## config.mk

```make
export PLATFORM = sky130hd
export DESIGN_NAME = instr_encoder
export DESIGN_NICKNAME = d
export VERILOG_FILES = /design/src/rtl/riscv_pkg.sv /design/src/rtl/instr_pack.sv /design/src/rtl/instr_encoder.sv
export SDC_FILE = /design/constraint.sdc
export NUM_CORES = 1
export LEC_CHECK = 0
export CAP_MARGIN = 15
export CORE_MARGIN = 4
export CORE_UTILIZATION = 25
export DETAILED_ROUTE_END_ITERATION = 16
export MAX_ROUTING_LAYER = met4
export PLACE_DENSITY = 0.48
export SKIP_LAST_GASP = 1
export SLEW_MARGIN = 20
export SYNTH_ARGS = -nofsm -noshare
export SYNTH_HDL_FRONTEND = slang
export SYNTH_SLANG_ARGS = --single-unit
```

## constraint.sdc

```tcl
create_clock -name clock -period 2.2 [get_ports clock]
set_input_delay 0.66 -clock clock [delete_from_list [all_inputs] [get_ports clock]]
set_output_delay 0.66 -clock clock [all_outputs]
set_load 0.02 [all_outputs]
```

## src/rtl/riscv_pkg.sv

```systemverilog
// Shared RV32I encoding constants: format codes, opcodes, immediate range limits and the
// encoder's FSM state type.
package riscv_pkg;

  localparam logic [2:0] FMT_R     = 3'd0;
  localparam logic [2:0] FMT_I     = 3'd1;
  localparam logic [2:0] FMT_SHAMT = 3'd2;
  localparam logic [2:0] FMT_S     = 3'd3;
  localparam logic [2:0] FMT_B     = 3'd4;
  localparam logic [2:0] FMT_U     = 3'd5;
  localparam logic [2:0] FMT_J     = 3'd6;
  localparam logic [2:0] FMT_LI    = 3'd7;

  localparam logic [6:0]  OP_LUI   = 7'h37;
  localparam logic [6:0]  OP_OPIMM = 7'h13;
  localparam logic [31:0] INSTR_NOP = 32'h0000_0013;

  localparam int IMM12_MIN = -2048;
  localparam int IMM12_MAX = 2047;
  localparam int IMM13_MIN = -4096;
  localparam int IMM13_MAX = 4094;
  localparam int IMM21_MIN = -(1 << 20);
  localparam int IMM21_MAX = (1 << 20) - 2;

  typedef enum logic [0:0] {
    StIdle,
    StSecond
  } state_e;

  function automatic logic in_range(logic [31:0] v, int lo, int hi);
    return ($signed(v) >= lo) && ($signed(v) <= hi);
  endfunction

endpackage

```

## src/rtl/instr_pack.sv

```systemverilog
// Combinational RV32I field packer with per-format immediate range/alignment check.
// The word is always built from the truncated immediate bits, even when err_o is set.
module instr_pack
  import riscv_pkg::*;
#(
  parameter bit CHECK_EN = 1'b1
) (
  input  logic [2:0]  fmt_i,
  input  logic [6:0]  opcode_i,
  input  logic [4:0]  rd_i,
  input  logic [4:0]  rs1_i,
  input  logic [4:0]  rs2_i,
  input  logic [2:0]  funct3_i,
  input  logic [6:0]  funct7_i,
  input  logic [31:0] imm_i,
  output logic [31:0] word_o,
  output logic        err_o
);

  logic range_err;

  always_comb begin
    word_o    = INSTR_NOP;
    range_err = 1'b0;
    case (fmt_i)
      FMT_R: begin
        word_o = {funct7_i, rs2_i, rs1_i, funct3_i, rd_i, opcode_i};
      end
      FMT_I: begin
        word_o    = {imm_i[11:0], rs1_i, funct3_i, rd_i, opcode_i};
        range_err = !in_range(imm_i, IMM12_MIN, IMM12_MAX);
      end
      FMT_SHAMT: begin
        word_o    = {funct7_i, imm_i[4:0], rs1_i, funct3_i, rd_i, opcode_i};
        range_err = |imm_i[31:5];
      end
      FMT_S: begin
        word_o    = {imm_i[11:5], rs2_i, rs1_i, funct3_i, imm_i[4:0], opcode_i};
        range_err = !in_range(imm_i, IMM12_MIN, IMM12_MAX);
      end
      FMT_B: begin
        word_o    = {imm_i[12], imm_i[10:5], rs2_i, rs1_i, funct3_i, imm_i[4:1], imm_i[11],
                     opcode_i};
        range_err = !in_range(imm_i, IMM13_MIN, IMM13_MAX) || imm_i[0];
      end
      FMT_U: begin
        word_o    = {imm_i[31:12], rd_i, opcode_i};
        range_err = |imm_i[11:0];
      end
      FMT_J: begin
        word_o    = {imm_i[20], imm_i[10:1], imm_i[11], imm_i[19:12], rd_i, opcode_i};
        range_err = !in_range(imm_i, IMM21_MIN, IMM21_MAX) || imm_i[0];
      end
      default: begin
        // LI never reaches the packer unexpanded unless expansion is disabled.
        word_o = INSTR_NOP;
      end
    endcase
  end

  assign err_o = CHECK_EN & range_err;

endmodule

```

## src/rtl/instr_encoder.sv

```systemverilog
// RV32I instruction encoder with LI pseudo-instruction expansion (LUI/ADDI) and a
// registered valid/ready output stage.
module instr_encoder
  import riscv_pkg::*;
#(
  parameter bit LI_EN    = 1'b1,
  parameter bit CHECK_EN = 1'b1
) (
  input  logic        clock,
  input  logic        reset_n,
  input  logic        in_valid,
  output logic        in_ready,
  input  logic [2:0]  fmt,
  input  logic [6:0]  opcode,
  input  logic [4:0]  rd,
  input  logic [4:0]  rs1,
  input  logic [4:0]  rs2,
  input  logic [2:0]  funct3,
  input  logic [6:0]  funct7,
  input  logic [31:0] imm,
  output logic        out_valid,
  input  logic        out_ready,
  output logic [31:0] instr,
  output logic        err
);

  state_e      state_q, state_d;
  logic        out_valid_q, out_valid_d;
  logic [31:0] instr_q, instr_d;
  logic        err_q, err_d;
  logic [31:0] pend_q, pend_d;
  logic        pend_err_q, pend_err_d;

  logic        is_li, li_small, need_second, accept, drain;
  logic [19:0] li_hi;
  logic [2:0]  a_fmt;
  logic [6:0]  a_opcode;
  logic [4:0]  a_rs1;
  logic [2:0]  a_funct3;
  logic [31:0] a_imm, a_word, b_word;
  logic        a_err, b_err;

  assign is_li    = LI_EN && (fmt == FMT_LI);
  assign li_small = in_range(imm, IMM12_MIN, IMM12_MAX);
  // (imm + 0x800)[31:12]: the carry out of the low 12 bits is exactly imm[11].
  assign li_hi    = imm[31:12] + {19'b0, imm[11]};

  always_comb begin
    a_fmt       = fmt;
    a_opcode    = opcode;
    a_rs1       = rs1;
    a_funct3    = funct3;
    a_imm       = imm;
    need_second = 1'b0;
    if (is_li) begin
      if (li_small) begin
        a_fmt    = FMT_I;
        a_opcode = OP_OPIMM;
        a_rs1    = 5'd0;
        a_funct3 = 3'd0;
      end else begin
        a_fmt       = FMT_U;
        a_opcode    = OP_LUI;
        a_imm       = {li_hi, 12'h000};
        need_second = (imm[11:0] != 12'h000);
      end
    end
  end

  instr_pack #(
    .CHECK_EN (CHECK_EN)
  ) u_pack_first (
    .fmt_i    (a_fmt),
    .opcode_i (a_opcode),
    .rd_i     (rd),
    .rs1_i    (a_rs1),
    .rs2_i    (rs2),
    .funct3_i (a_funct3),
    .funct7_i (funct7),
    .imm_i    (a_imm),
    .word_o   (a_word),
    .err_o    (a_err)
  );

  // Second LI word: ADDI rd, rd, lo with lo sign-extended.
  instr_pack #(
    .CHECK_EN (CHECK_EN)
  ) u_pack_second (
    .fmt_i    (FMT_I),
    .opcode_i (OP_OPIMM),
    .rd_i     (rd),
    .rs1_i    (rd),
    .rs2_i    (5'd0),
    .funct3_i (3'd0),
    .funct7_i (7'd0),
    .imm_i    ({{20{imm[11]}}, imm[11:0]}),
    .word_o   (b_word),
    .err_o    (b_err)
  );

  assign in_ready = (state_q == StIdle) && (!out_valid_q || out_ready);
  assign accept   = in_valid && in_ready;
  assign drain    = out_valid_q && out_ready;

  always_comb begin
    state_d     = state_q;
    out_valid_d = out_valid_q;
    instr_d     = instr_q;
    err_d       = err_q;
    pend_d      = pend_q;
    pend_err_d  = pend_err_q;
    if (drain) begin
      out_valid_d = 1'b0;
    end
    unique case (state_q)
      StIdle: begin
        if (accept) begin
          out_valid_d = 1'b1;
          instr_d     = a_word;
          err_d       = a_err | (!LI_EN && (fmt == FMT_LI));
          if (need_second) begin
            pend_d     = b_word;
            pend_err_d = b_err;
            state_d    = StSecond;
          end
        end
      end
      StSecond: begin
        if (drain) begin
          out_valid_d = 1'b1;
          instr_d     = pend_q;
          err_d       = pend_err_q;
          state_d     = StIdle;
        end
      end
      default: state_d = StIdle;
    endcase
  end

  always_ff @(posedge clock or negedge reset_n) begin
    if (!reset_n) begin
      state_q     <= StIdle;
      out_valid_q <= 1'b0;
      instr_q     <= 32'h0;
      err_q       <= 1'b0;
      pend_q      <= 32'h0;
      pend_err_q  <= 1'b0;
    end else begin
      state_q     <= state_d;
      out_valid_q <= out_valid_d;
      instr_q     <= instr_d;
      err_q       <= err_d;
      pend_q      <= pend_d;
      pend_err_q  <= pend_err_d;
    end
  end

  assign out_valid = out_valid_q;
  assign instr     = instr_q;
  assign err       = err_q;

endmodule

```

==> summary.txt <==
status: finished with violations
failing checks: negative setup slack
mapped cell area: 0.004046 mm^2
Post-route DRC: 0
Inserted Diodes: 0
first-pass GRT wire length: 27970 um
MaxCap Viol Count: 0
RSZ-0062 raised after global routing: yes
gr usage total: 19.86%
final period utilization: 125.2%
Avg Inst Size Synth: 8.412 um^2
Post-synth EDFFs: 0
Slew @ Worst Pin: 0.5588 ns
flops & latches, synth: 54
Clock Latency Late Sink: 0.30 ns
Worst Setup End Kind: flop
First DRT Iteration DRCs: 210
clock sink total: 54
Hold Path Class: primary input to async pin
met3 wire length: 742 um
Hold Fails Final Rpt: 0
Placer Congestion: 0.8694
drt via density: 5.079
DR vias: 4927
IO Port Bufs: 105
die area: 0.01828 mm^2
initial antenna violation count: 0
Max clock buf depth: 2
detailed placement HPWL: 13410 um
die extent in y: 135.2 um
critical path arrival: 2.93 ns
row cnt: 46
ys flop type: dfrtp_1
kind of critical path: primary input to flop
Power Total: 4.580 mW
Nets: 826
Max IR drop VDD: 0.0003495 V
TritonCTS Buffers: 5
static leakage: 3.343 nW
FFs w/ async S/R, synth: 100.0%
clock skew after layout: 0.008001 ns
first drt pass iteration count: 4
Post-Synthesis Cells: 481
vias in the first global route: 5054
met2 wire length: 9372 um
CP Data Required Time: 2.38 ns
PwrDens: 574.9 mW/mm^2
final setup vio count: 43
Slew headroom: 62.74%
Initial Util: 25.47%
root buf cell: clkbuf_16
crit path max fanout: 4
# IOs: 106
Worst Setup Start Kind: primary input
Syn. warnings: 0
largest net degree at the start of global routing: 38
antenna-violating nets left: 0
Final Slew Violations: 0
Peak Freq: 363.2 MHz
Synth cell types: 66
wire per inst: 18.66 um
Die W: 135.2 um
CTS tree: yes
share of cells above drive strength 1: 48.67%
placed cell count: 912
final worst-path setup slack: -0.5537 ns
max layer used: met4
met1 WL: 7749 um
hold_buf cts: 0
htree depth: 2
syn nets: 554
Core ar.: 0.01589 mm^2
min cycle time layout: 2.754 ns
CTS clk-pin slew, worst paths: 0.07 ns
grt ovf: 0
synth-to-layout area growth: 96.91%
Detailed Route WL: 18110 um
Seq/Total Area, Yosys: 33.40%
Final Instance Count excl. Fillers: 970
-- Yosys cell counts, types with 4 or more instances --
master    number  share of area [%]
nand3_1       20                2.5
inv_1          7               0.65
a31o_2         4               0.87
buf_2          7               0.87
xnor2_1       11                2.4
nor2_1        39                3.6
a31oi_1       12                1.9
nor4_1        11                1.7
nor3b_1        4               0.74
dfrtp_1       54                 33
buf_1          6               0.56
nand4_1        9                1.4
o21ai_0       34                4.2
xor2_1         9                1.9
a21o_1         4               0.74
a221o_1        6                1.5
nand2_1       61                5.7
nor3_1        11                1.4
and3_1         6               0.93
o22ai_1        6               0.93
mux2i_1        6                1.5
a21oi_1       19                2.4
o31ai_1        5               0.93
a211oi_1       6                1.1
a22oi_1        8                1.5
and2_1         8                1.2
mux2_2        17                4.7
clkbuf_1      20                1.9
a221oi_1       9                1.9
or2_2          4               0.62
-- state kept, by name, indices dropped and copies added (netlist names) --
name and count:
err 1, instr 32, out_valid 1, pend_err_q 1, pend_q 18, state_q 1
-- metal layers --
layer | up-vias | GRT usage, %
met4 | 0 | 4.087
met1 | 2440 | 24.79
met2 | 105 | 34.73
met5 | - | -
li1 | 2364 | -
met3 | 18 | 2.415
-- report_power, final --
part | switching (mW) | internal, mW | leakage [nW] | total [mW]
clock | 0.375 | 0.458 | 0.0735 | 0.833
combinational | 1.08 | 1.15 | 2.61 | 2.23
sequential | 0.200 | 1.32 | 0.660 | 1.52
total | 1.66 | 2.92 | 3.34 | 4.58
-- cell type report --
class,count,area [um^2]
Fill cell,1548,7918
Multi-Input combinational cell,385,3386
Timing Repair Buffer,300,2779
Sequential cell,54,1351
Tap cell,216,270.3
Clock buffer,6,138.9
Inverter,7,26.28
Clock inverter,2,16.27
-- cell usage in the layout (no fill, tap or decap), drive strengths merged, types with 9 or more instances in the layout --
cell type,count
buf,215
xor2,9
nand4,12
o21ai,36
nor4,14
nor3,12
mux2,17
dfrtp,54
a221oi,9
nand2,61
xnor2,11
nor2,39
clkdlybuf4s50,71
a21oi,21
a31oi,12
nand3,20
-- path summary, 6_finish.rpt --
| path | slack, ns | start | to | cells after the start |
|---|---|---|---|---|
| max in group asynchronous | 1.27 | reset_n | instr[3] | 2 |
| hold / removal | 0.34 | reset_n | instr[21] | 1 |
| setup / recovery | -0.55 | imm[11] | err | 10 |
| min in group clock | 0.48 | instr[23] | instr[23] | 1 |
| setup reg to reg | 0.05 | out_valid | err | 10 |
| hold reg to reg | 0.48 | instr[23] | instr[23] | 1 |
-- repair_timing --
action,CTS,global route
gates resized for setup,281,88
setup buffers,35,28
pin swaps,65,49
endpoints found under the setup margin,49,51
gates cloned,4,0
-- metrics by stage --
step | setup TNS (ns) | setup WS, ns | area [um^2] | utilization (%) | hold slack, ns
2_1_floorplan | -17.36 | -0.7122 | 4108 | - | 0.3644
3_3_place_gp | -62.91 | -1.774 | 6377 | 40.15 | 0.4504
3_5_place_dp | -61.48 | -1.688 | 6377 | 40.15 | 0.4542
4_1_cts | -11.62 | -0.5587 | 7575 | 47.68 | 0.3701
5_1_grt | -16.47 | -0.6550 | 7968 | 50.16 | 0.3948
6_report | -13.01 | -0.5537 | 7968 | 50.16 | 0.3436
-- logic make-up (layout without fill, tap and decap cells) --
logic type | count (synthesis) | count (layout) | synth area share (%)
flip-flops | 54 | 54 | 33.40
AO/OA/AOI/OAI | 139 | 140 | 24.37
AND/OR/NAND/NOR | 200 | 200 | 26.31
adder cells (fa/ha/maj) | 2 | 2 | 0.6183
XOR/XNOR | 20 | 20 | 4.329
buffers and inverters | 43 | 315 | 4.762
multiplexers | 23 | 23 | 6.215
-- critical path, stage by stage --
cell     delay, ns
buf_6         0.11
ha_2          0.19
ha_1          0.23
and4_1        0.20
or4_1         0.51
a311o_1       0.36
nor4_4        0.28
nand4_2       0.18
nor3_2        0.13
o22ai_1       0.09
(Power assumes the default switching activity.)
